**src/rtl/cpu_pkg.sv**
```systemverilog
// Shared CPU front-end types: datapath widths, issue FSM states and the
// operand record passed from operand fetch to the reservation stations.
package cpu_pkg;

    localparam int unsigned XLEN  = 32;
    localparam int unsigned ROB_W = 5;
    localparam int unsigned RS_W  = 3;
    localparam int unsigned RS_N  = 1 << RS_W;
    localparam int unsigned REG_W = 5;
    localparam int unsigned OP_W  = 7;
    localparam int unsigned F7_W  = 7;
    localparam int unsigned F3_W  = 3;

    typedef enum logic [1:0] {
        IDLE     = 2'd0,
        READ     = 2'd1,
        DISPATCH = 2'd2
    } state_e;

    typedef struct packed {
        logic [XLEN-1:0]  v;
        logic [ROB_W-1:0] q;
        logic             r;
    } operand_t;

    typedef struct packed {
        logic [RS_W-1:0]  rs_id;
        logic [ROB_W-1:0] rob_id;
        logic [OP_W-1:0]  op;
        logic [F7_W-1:0]  funct7;
        logic [F3_W-1:0]  funct3;
        logic [XLEN-1:0]  imm;
        logic [XLEN-1:0]  pc;
        logic [REG_W-1:0] rs1;
        logic [REG_W-1:0] rs2;
        logic             use1;
        logic             use2;
    } instr_t;

    function automatic logic cdb_hit(input logic             valid,
                                     input logic [ROB_W-1:0] tag,
                                     input logic [ROB_W-1:0] q);
        return valid && (tag == q);
    endfunction

endpackage

```
**src/rtl/operand_resolve.sv**
```systemverilog
// Resolves one source operand: priority mux over x0/unused, regfile value and
// CDB bypass while reading, and CDB wake-up of a held pending operand otherwise.
module operand_resolve
    import cpu_pkg::*;
(
    input  logic             read_i,
    input  logic             use_i,
    input  logic [REG_W-1:0] idx_i,
    input  logic             rdy_i,
    input  logic [XLEN-1:0]  data_i,
    input  logic [ROB_W-1:0] rid_i,
    input  operand_t         held_i,
    input  logic             cdb_valid_i,
    input  logic [ROB_W-1:0] cdb_rob_i,
    input  logic [XLEN-1:0]  cdb_data_i,
    output operand_t         res_o
);

    always_comb begin
        res_o = held_i;
        if (read_i) begin
            if (!use_i || idx_i == '0) begin
                res_o = '{v: '0, q: '0, r: 1'b1};
            end else if (rdy_i) begin
                res_o = '{v: data_i, q: '0, r: 1'b1};
            end else if (cdb_hit(cdb_valid_i, cdb_rob_i, rid_i)) begin
                res_o = '{v: cdb_data_i, q: '0, r: 1'b1};
            end else begin
                res_o = '{v: '0, q: rid_i, r: 1'b0};
            end
        end else if (!held_i.r && cdb_hit(cdb_valid_i, cdb_rob_i, held_i.q)) begin
            // Already-ready operands never look at the CDB again.
            res_o.r = 1'b1;
            res_o.v = cdb_data_i;
        end
    end

endmodule

```
**src/rtl/operand_issue_ctrl.sv**
```systemverilog
// Operand-fetch sequencer: accepts a decoded instruction, reads both source
// operands with CDB bypass, then holds it until the target RS has a free slot.
module operand_issue_ctrl
    import cpu_pkg::*;
(
    input  logic              clk,
    input  logic              rst,
    input  logic              flush_i,
    input  logic              in_valid_i,
    output logic              in_ready_o,
    input  logic [RS_W-1:0]   in_rs_id_i,
    input  logic [ROB_W-1:0]  in_rob_id_i,
    input  logic [OP_W-1:0]   in_op_i,
    input  logic [F7_W-1:0]   in_funct7_i,
    input  logic [F3_W-1:0]   in_funct3_i,
    input  logic [XLEN-1:0]   in_imm_i,
    input  logic [XLEN-1:0]   in_pc_i,
    input  logic [REG_W-1:0]  in_rs1_i,
    input  logic [REG_W-1:0]  in_rs2_i,
    input  logic              in_use1_i,
    input  logic              in_use2_i,
    output logic              re1_o,
    output logic              re2_o,
    output logic [REG_W-1:0]  addr1_o,
    output logic [REG_W-1:0]  addr2_o,
    input  logic              rdy1_i,
    input  logic              rdy2_i,
    input  logic [XLEN-1:0]   data1_i,
    input  logic [XLEN-1:0]   data2_i,
    input  logic [ROB_W-1:0]  rid1_i,
    input  logic [ROB_W-1:0]  rid2_i,
    input  logic [RS_N-1:0]   rs_free_i,
    input  logic              cdb_valid_i,
    input  logic [ROB_W-1:0]  cdb_rob_i,
    input  logic [XLEN-1:0]   cdb_data_i,
    output logic              out_valid_o,
    output logic [RS_W-1:0]   out_rs_id_o,
    output logic [ROB_W-1:0]  out_rob_id_o,
    output logic [OP_W-1:0]   out_op_o,
    output logic [F7_W-1:0]   out_funct7_o,
    output logic [F3_W-1:0]   out_funct3_o,
    output logic [XLEN-1:0]   out_imm_o,
    output logic [XLEN-1:0]   out_pc_o,
    output logic [XLEN-1:0]   out_v1_o,
    output logic [XLEN-1:0]   out_v2_o,
    output logic [ROB_W-1:0]  out_q1_o,
    output logic [ROB_W-1:0]  out_q2_o,
    output logic              out_r1_o,
    output logic              out_r2_o
);

    state_e   state_q, state_d;
    instr_t   ins_q, ins_d, new_ins;
    operand_t opnd1_q, opnd1_d, opnd2_q, opnd2_d;
    operand_t res1, res2, op1_out, op2_out;
    logic     st_read, st_disp, disp, accept;

    assign st_read = (state_q == READ);
    assign st_disp = (state_q == DISPATCH);
    assign disp    = st_disp & rs_free_i[ins_q.rs_id] & ~flush_i;

    // Ready is held low while reset is asserted and during a flush cycle.
    assign in_ready_o = rst & ~flush_i & ((state_q == IDLE) | disp);
    assign accept     = in_valid_i & in_ready_o;

    assign new_ins = '{rs_id: in_rs_id_i, rob_id: in_rob_id_i, op: in_op_i,
                       funct7: in_funct7_i, funct3: in_funct3_i, imm: in_imm_i,
                       pc: in_pc_i, rs1: in_rs1_i, rs2: in_rs2_i,
                       use1: in_use1_i, use2: in_use2_i};

    assign re1_o   = st_read & ins_q.use1;
    assign re2_o   = st_read & ins_q.use2;
    assign addr1_o = re1_o ? ins_q.rs1 : '0;
    assign addr2_o = re2_o ? ins_q.rs2 : '0;

    operand_resolve u_res1 (
        .read_i      (st_read),
        .use_i       (ins_q.use1),
        .idx_i       (ins_q.rs1),
        .rdy_i       (rdy1_i),
        .data_i      (data1_i),
        .rid_i       (rid1_i),
        .held_i      (opnd1_q),
        .cdb_valid_i (cdb_valid_i),
        .cdb_rob_i   (cdb_rob_i),
        .cdb_data_i  (cdb_data_i),
        .res_o       (res1)
    );

    operand_resolve u_res2 (
        .read_i      (st_read),
        .use_i       (ins_q.use2),
        .idx_i       (ins_q.rs2),
        .rdy_i       (rdy2_i),
        .data_i      (data2_i),
        .rid_i       (rid2_i),
        .held_i      (opnd2_q),
        .cdb_valid_i (cdb_valid_i),
        .cdb_rob_i   (cdb_rob_i),
        .cdb_data_i  (cdb_data_i),
        .res_o       (res2)
    );

    always_comb begin
        state_d = state_q;
        ins_d   = ins_q;
        opnd1_d = opnd1_q;
        opnd2_d = opnd2_q;
        unique case (state_q)
            IDLE: begin
                if (accept) state_d = READ;
            end
            READ: begin
                state_d = DISPATCH;
                opnd1_d = res1;
                opnd2_d = res2;
            end
            DISPATCH: begin
                opnd1_d = res1;
                opnd2_d = res2;
                if (disp) state_d = accept ? READ : IDLE;
            end
            default: state_d = IDLE;
        endcase
        if (accept) ins_d = new_ins;
        if (flush_i) state_d = IDLE;
    end

    always_ff @(posedge clk or negedge rst) begin
        if (!rst) begin
            state_q <= IDLE;
            ins_q   <= '0;
            opnd1_q <= '0;
            opnd2_q <= '0;
        end else begin
            state_q <= state_d;
            ins_q   <= ins_d;
            opnd1_q <= opnd1_d;
            opnd2_q <= opnd2_d;
        end
    end

    // Same-cycle CDB wake-up is visible on the dispatch bus.
    assign op1_out = st_disp ? res1 : opnd1_q;
    assign op2_out = st_disp ? res2 : opnd2_q;

    assign out_valid_o  = disp;
    assign out_rs_id_o  = ins_q.rs_id;
    assign out_rob_id_o = ins_q.rob_id;
    assign out_op_o     = ins_q.op;
    assign out_funct7_o = ins_q.funct7;
    assign out_funct3_o = ins_q.funct3;
    assign out_imm_o    = ins_q.imm;
    assign out_pc_o     = ins_q.pc;
    assign out_v1_o     = op1_out.v;
    assign out_v2_o     = op2_out.v;
    assign out_q1_o     = op1_out.q;
    assign out_q2_o     = op2_out.q;
    assign out_r1_o     = op1_out.r;
    assign out_r2_o     = op2_out.r;

endmodule

```
**config.mk**
```make
export PLATFORM = sky130hd
export DESIGN_NAME = operand_issue_ctrl
export DESIGN_NICKNAME = d
export VERILOG_FILES = /design/src/rtl/cpu_pkg.sv /design/src/rtl/operand_resolve.sv /design/src/rtl/operand_issue_ctrl.sv
export SDC_FILE = /design/constraint.sdc
export NUM_CORES = 1
export LEC_CHECK = 0
export BUFFER_PORTS_ARGS = -buffer_cell sky130_fd_sc_hd__buf_2
export CORE_AREA = 2 2 156 158
export CTS_BUF_LIST = sky130_fd_sc_hd__clkbuf_4
export CTS_CLUSTER_DIAMETER = 30
export DETAILED_ROUTE_END_ITERATION = 10
export DIE_AREA = 0 0 158 160
export PLACE_DENSITY = 0.82
export SYNTH_ARGS = -nofsm -noshare
export SYNTH_HDL_FRONTEND = slang
export SYNTH_SLANG_ARGS = --single-unit
```
**constraint.sdc**
```tcl
create_clock -name clk -period 6.7 [get_ports clk]
set_input_delay 0.335 -clock clk [delete_from_list [all_inputs] [get_ports clk]]
set_output_delay 0.335 -clock clk [all_outputs]
set_load 0.05 [all_outputs]
```
Yosys cells after proc, flatten, opt, wreduce, memory -nomap -nowiden. Index checks and enable logic that the tools add are counted.

Latch bits: 0. Word-level logic and storage cells: 80. ROM bits: 0. Register bits after elaboration: 179. Bits in writable memories: 0. Input bits: 227. Memories kept: 0.

Bitwise logic cells: 9. Divide/modulo/power cells: 0. Add/subtract/negate cells: 0. Multipliers: 0. Shifts and indexed selects: 0. Reduce and logical (&&, ||, !) cells: 17. Order comparisons: 1. Mux-type cells: 27. Equality and inequality tests: 8.

Operators with widths (number): $mux W38 (8); $mux W32 (4); $eq A5 B5 Y1 (4); $mux W5 (4); $logic_not A5 Y1 (2); $and A1 B1 Y1 (7); $logic_and A1 B1 Y1 (6); $mux W1 (6); $mux W2 (3); $pmux W2 S3 (1); $logic_not A1 Y1 (4); $lt A3 B4 Y1 const B (1); $bmux W1 S3 (1); $ne A3 B2 Y1 const B (1); $ne A3 B3 Y1 const B (1); $eq A2 B1 Y1 const B (1); $eq A2 B2 Y1 const B (1); $logic_not A2 Y1 (1); $logic_or A1 B1 Y1 (2); $reduce_and A2 Y1 (1); $reduce_or A2 Y1 (1); $not A1 Y1 (1); $or A1 B1 Y1 (1).

Depth between registers and ports, before layout.
Word-level depth: 11. Mapped depth: 8. Gate-level depth less buffers: 7.

Modules after synthesis. From an unflattened synthesis, not the netlist that was laid out.

Cells, all modules: 1629. Area total of the unflattened synthesis: 13720.7 sq um.

Modules (own cells, without submodules): operand_issue_ctrl (times used 1, area an instance 11348.4 sq um, cells each 1287, sequential area each 4479.3 sq um); operand_resolve (times used 2, area an instance 1186.1 sq um, cells each 171, sequential area each 0.0 sq um).

Worst setup path before layout. Ideal clock, no wire load.

Kind: flip-flop to output port. From: register state_q[1]. To: output port out_v2_o[31]. Data required time: 6.365 ns. Cell stages (with the launch flop): 8. Setup slack: 3.801 ns. Path buffers: 1. Arrival time: 2.564 ns. Cell sequence: dfrtp_1 > inv_1 > ha_1 > and2_1 > o21a_1 > nand3_1 > clkbuf_1 > o221ai_1.

Cells in the longest elaborated chain, start to end: 3. Elaborated cells between the ends (all ways): 4.

RTL lines: from (decl) (RTL line operand_issue_ctrl.sv:52) `state_e state_q, state_d;`; from (signal assigned) (RTL line operand_issue_ctrl.sv:136) `state_q <= state_d;`; $eq A2 B1 Y1 (RTL line operand_issue_ctrl.sv:58) `assign st_read = (state_q == READ);`; $mux W32 (RTL line operand_resolve.sv:21) `if (read_i) begin`; $mux W38 (*) (RTL line operand_issue_ctrl.sv:145) `assign op2_out = st_disp ? res2 : opnd2_q;`; to (decl) (RTL line operand_issue_ctrl.sv:45) `output logic [XLEN-1:0] out_v2_o,`.

Mark *: on every way between the ends. The rest lies on a longest branch, timed or not.

Worst setup path after layout.
From: register state_q[1]. To: output port out_v2_o[19].

The elaborated chain is that of the path after synthesis.

==> results_dict.tcl <==
set metrics [dict create \
    cpLargestDelayFamily "buffers and inverters" \
    post_synth_inst_count 919 \
    number_of_storage_elements_in_the_synthesis_netlist 179 \
    setup_viol 0 \
    placement.io_buffers 405 \
    worstPathRequired_ns 6.36 \
    timing.clock.skew_ns 0.04347 \
    timing.rr.start "state_q[0]" \
    holdBufCountCts 110 \
    grt_ovf 0 \
    placed_cells 1496 \
    maxCapViolCount 0 \
    cp.buffers_inverters 3 \
    hold_viol 0 \
    worstSetupStartpointType "flop" \
    first_pass_iters 5 \
    drc_errors 0 \
    holdCritStartpoint "rid2_i[4]" \
    initial_core_util 0.4245 \
    clk_path_buf_depth 2 \
    synth_cell_type_count 35 \
    cts_tree "yes" \
    worstSetupEndpointType "output pin" \
    post-route-min-period_ns 3.973 \
    dp.final_hpwl_um 21930 \
    grt_first_pass_wirelength_um 52630 \
    proportion_of_layout_cells_with_a_drive_suffix_above_1 0.3513 \
    route.detailed.vias_per_inst 5.795 \
    antenna_found_initial 2 \
    number_of_global_route_vias_before_repair 9805 \
    cts_made_buffers 17 \
    routabilityCongestion 0.8314 \
    area_growth_pct 29.49 \
    root_buffer "sky130_fd_sc_hd__clkbuf_4" \
    slew_viol_final 0 \
    crit_path_max_incr_delay_ns 0.79 \
    multi_input_comb_area_um2 4632 \
    tns_ns 0 \
    routed-via-count 9516 \
    synth-warning-count 0 \
    fp.dieArea_um2 25280 \
    max_slew.worst_pin.slew_ns 1.017 \
    type_of_the_worst_setup_path "reg -> out" \
    layout_common_cells "sky130_fd_sc_hd__buf_2 (404), sky130_fd_sc_hd__dfrtp_1 (179), sky130_fd_sc_hd__nand3_1 (132)" \
    fin_cells 1642 \
    synth.cell_area_um2 10110 \
    cts.repair.resized 0 \
    rows 57 \
    coreArea_um2 23820 \
    worst_ir_drop_vdd_mv 0.1903 \
    timing.slew.headroom 0.3202 \
    fp.dieH_um 160 \
    fillCellCount 2041 \
    sequential_share_of_the_synthesized_area 0.4430 \
    drt-total-wl_um 34120 \
    register_area_um2 4479 \
    critPathLaunch "state_q[1]" \
    power.leakage_nw 6.380 \
    nets 1534 \
    clock_sink_count 179 \
    design_area_um2 13090 \
    crit_chain "inv_1, ha_2, and2_1, o21a_1, nand3_1, buf_4, o221ai_1, buf_2" \
    cts.reportedPaths.clkPinSlew_ns 0.17 \
    grt_setup_unrepaired "no" \
    chipWidth_um 158 \
    syn_area_per_cell_um2 11.00 \
    crit_path_max_fanout 49 \
    clock_latency_reported_for_the_late_side_of_the_worst_skew_pair_ns 0.55 \
    grt_max_degree 75 \
    achievable-frequency_mhz 251.7 \
    run_status "completed" \
    grtUsageTotal 0.2625 \
    wl_per_cell_um 20.78 \
    design.portCount 406 \
    worst_hold_path_type "in -> reg" \
    synth.net_count 1151 \
    data_arrival_at_the_endpoint_of_the_critical_path_ns 3.64 \
    htreeDepth 4 \
    number_of_routed_nets_with_antenna_violations 0 \
    report.power.total_mw 3.441 \
    total_placed_instance_area_um2 11680 \
    pwr_density_cell_nw_per_um2 262.8 \
    postCtsSetupRepairBufs 0 \
    mostFrequentLayoutCell "sky130_fd_sc_hd__buf_2" \
    post-route-period-util 0.5929 \
    drt_first_iter_violations 871 \
    slowest_stage "sky130_fd_sc_hd__ha_2" \
]
==> sequential cells by signal, indices dropped and copies added, names as in the netlist <==
name,count
opnd2_q,38
out_op_o,7
ins_q,12
out_funct3_o,3
out_funct7_o,7
opnd1_q,38
out_rs_id_o,3
state_q,2
out_imm_o,32
out_pc_o,32
out_rob_id_o,5
==> routing by layer <==
layer,track usage,share of wire
met4,0.1102,0.037
met3,0.04450,0.056
met2,0.4585,0.52
met1,0.3178,0.39
met5,0,0
==> synthesized netlist by cell type <==
library cell                 n  area share
sky130_fd_sc_hd__dfrtp_1   179        0.44
sky130_fd_sc_hd__nand3_1   132       0.065
sky130_fd_sc_hd__o221ai_1  128        0.11
sky130_fd_sc_hd__mux2_1    102        0.11
sky130_fd_sc_hd__buf_4      99       0.074
sky130_fd_sc_hd__mux2i_1    66       0.065
sky130_fd_sc_hd__clkbuf_1   64       0.024
sky130_fd_sc_hd__nand2b_1   34       0.021
sky130_fd_sc_hd__a22o_1     20       0.017
sky130_fd_sc_hd__xor2_1     14       0.012
sky130_fd_sc_hd__nor2_1     11      0.0041
sky130_fd_sc_hd__and3_1     10      0.0062
sky130_fd_sc_hd__nand2_1     7      0.0026
sky130_fd_sc_hd__xnor2_1     6      0.0052
sky130_fd_sc_hd__a21oi_1     5      0.0025
sky130_fd_sc_hd__ha_1        5      0.0062
sky130_fd_sc_hd__inv_1       4      0.0015
sky130_fd_sc_hd__nand4_1     4      0.0025
sky130_fd_sc_hd__buf_1       3      0.0011
sky130_fd_sc_hd__a22oi_1     2      0.0015
sky130_fd_sc_hd__a31o_2      2      0.0017
sky130_fd_sc_hd__and2_1      2      0.0012
sky130_fd_sc_hd__and4_1      2      0.0017
sky130_fd_sc_hd__mux4_2      2      0.0045
sky130_fd_sc_hd__nor3b_1     2      0.0015
sky130_fd_sc_hd__nor4_1      2      0.0012
sky130_fd_sc_hd__o21a_1      2      0.0015
sky130_fd_sc_hd__o21ai_0     2     0.00099
sky130_fd_sc_hd__or4_1       2      0.0015
sky130_fd_sc_hd__a21oi_2     1     0.00087
sky130_fd_sc_hd__buf_2       1     0.00049
sky130_fd_sc_hd__mux2_2      1      0.0011
sky130_fd_sc_hd__nand3b_1    1     0.00074
sky130_fd_sc_hd__nor4bb_1    1     0.00099
sky130_fd_sc_hd__o31ai_1     1     0.00074
==> metrics by stage <==
stage / util / hold WS, ns / setup WS (ns)
6_report: 0.5496 / 0.06576 / 2.727
5_1_grt: 0.5495 / 0.003663 / 2.326
4_1_cts: 0.5489 / 0.003424 / 2.602
3_5_place_dp: 0.4902 / 0.3913 / 3.243
3_3_place_gp: 0.4902 / 0.3786 / 3.381
2_1_floorplan: - / 0.03941 / 3.801
==> cell type report <==
| cell class | count | area share |
|---|---|---|
| Multi-Input combinational cell | 569 | 0.3538 |
| Sequential cell | 179 | 0.3421 |
| Timing Repair Buffer | 531 | 0.2488 |
| Tap cell | 324 | 0.03096 |
| Clock inverter | 14 | 0.01233 |
| Clock buffer | 18 | 0.01032 |
| Inverter | 4 | 0.001147 |
| Antenna cell | 3 | 0.0005734 |
==> kinds of logic after synthesis <==
group,synth area share
AND/OR/NAND/NOR,0.1106
AO/OA/AOI/OAI,0.1380
buffers and inverters,0.1004
multiplexers,0.1845
adder cells (fa/ha/maj),0.006187
flip-flops,0.4430
XOR/XNOR,0.01732
==> worst register-to-register path, cell delays in order, from the launching register on <==
cell,delay [ns]
sky130_fd_sc_hd__dfrtp_1,0.48
sky130_fd_sc_hd__inv_1,0.11
sky130_fd_sc_hd__ha_1,0.52
sky130_fd_sc_hd__a21oi_2,0.16
sky130_fd_sc_hd__nor2_4,0.82
sky130_fd_sc_hd__buf_4,0.81
sky130_fd_sc_hd__mux2_1,0.47
==> final timing paths <==
| path | endpoint | slack (ns) | depth (start not counted) |
|---|---|---|---|
| hold / removal | opnd2_q[5] | 0.07 | 2 |
| max in group asynchronous | opnd2_q[20] | 4.93 | 3 |
| min in group asynchronous | out_pc_o[27] | 0.34 | 2 |
| setup / recovery | out_v2_o[19] | 2.73 | 8 |
| hold reg to reg | out_rob_id_o[1] | 0.50 | 1 |
| setup reg to reg | out_pc_o[3] | 3.26 | 6 |
==> power by group <==
group | switching (mW) | internal [mW]
registers | 0.125 | 1.27
clock network | 0.461 | 0.179
logic | 0.996 | 0.409
total | 1.58 | 1.86
(Power assumes the default switching activity.)
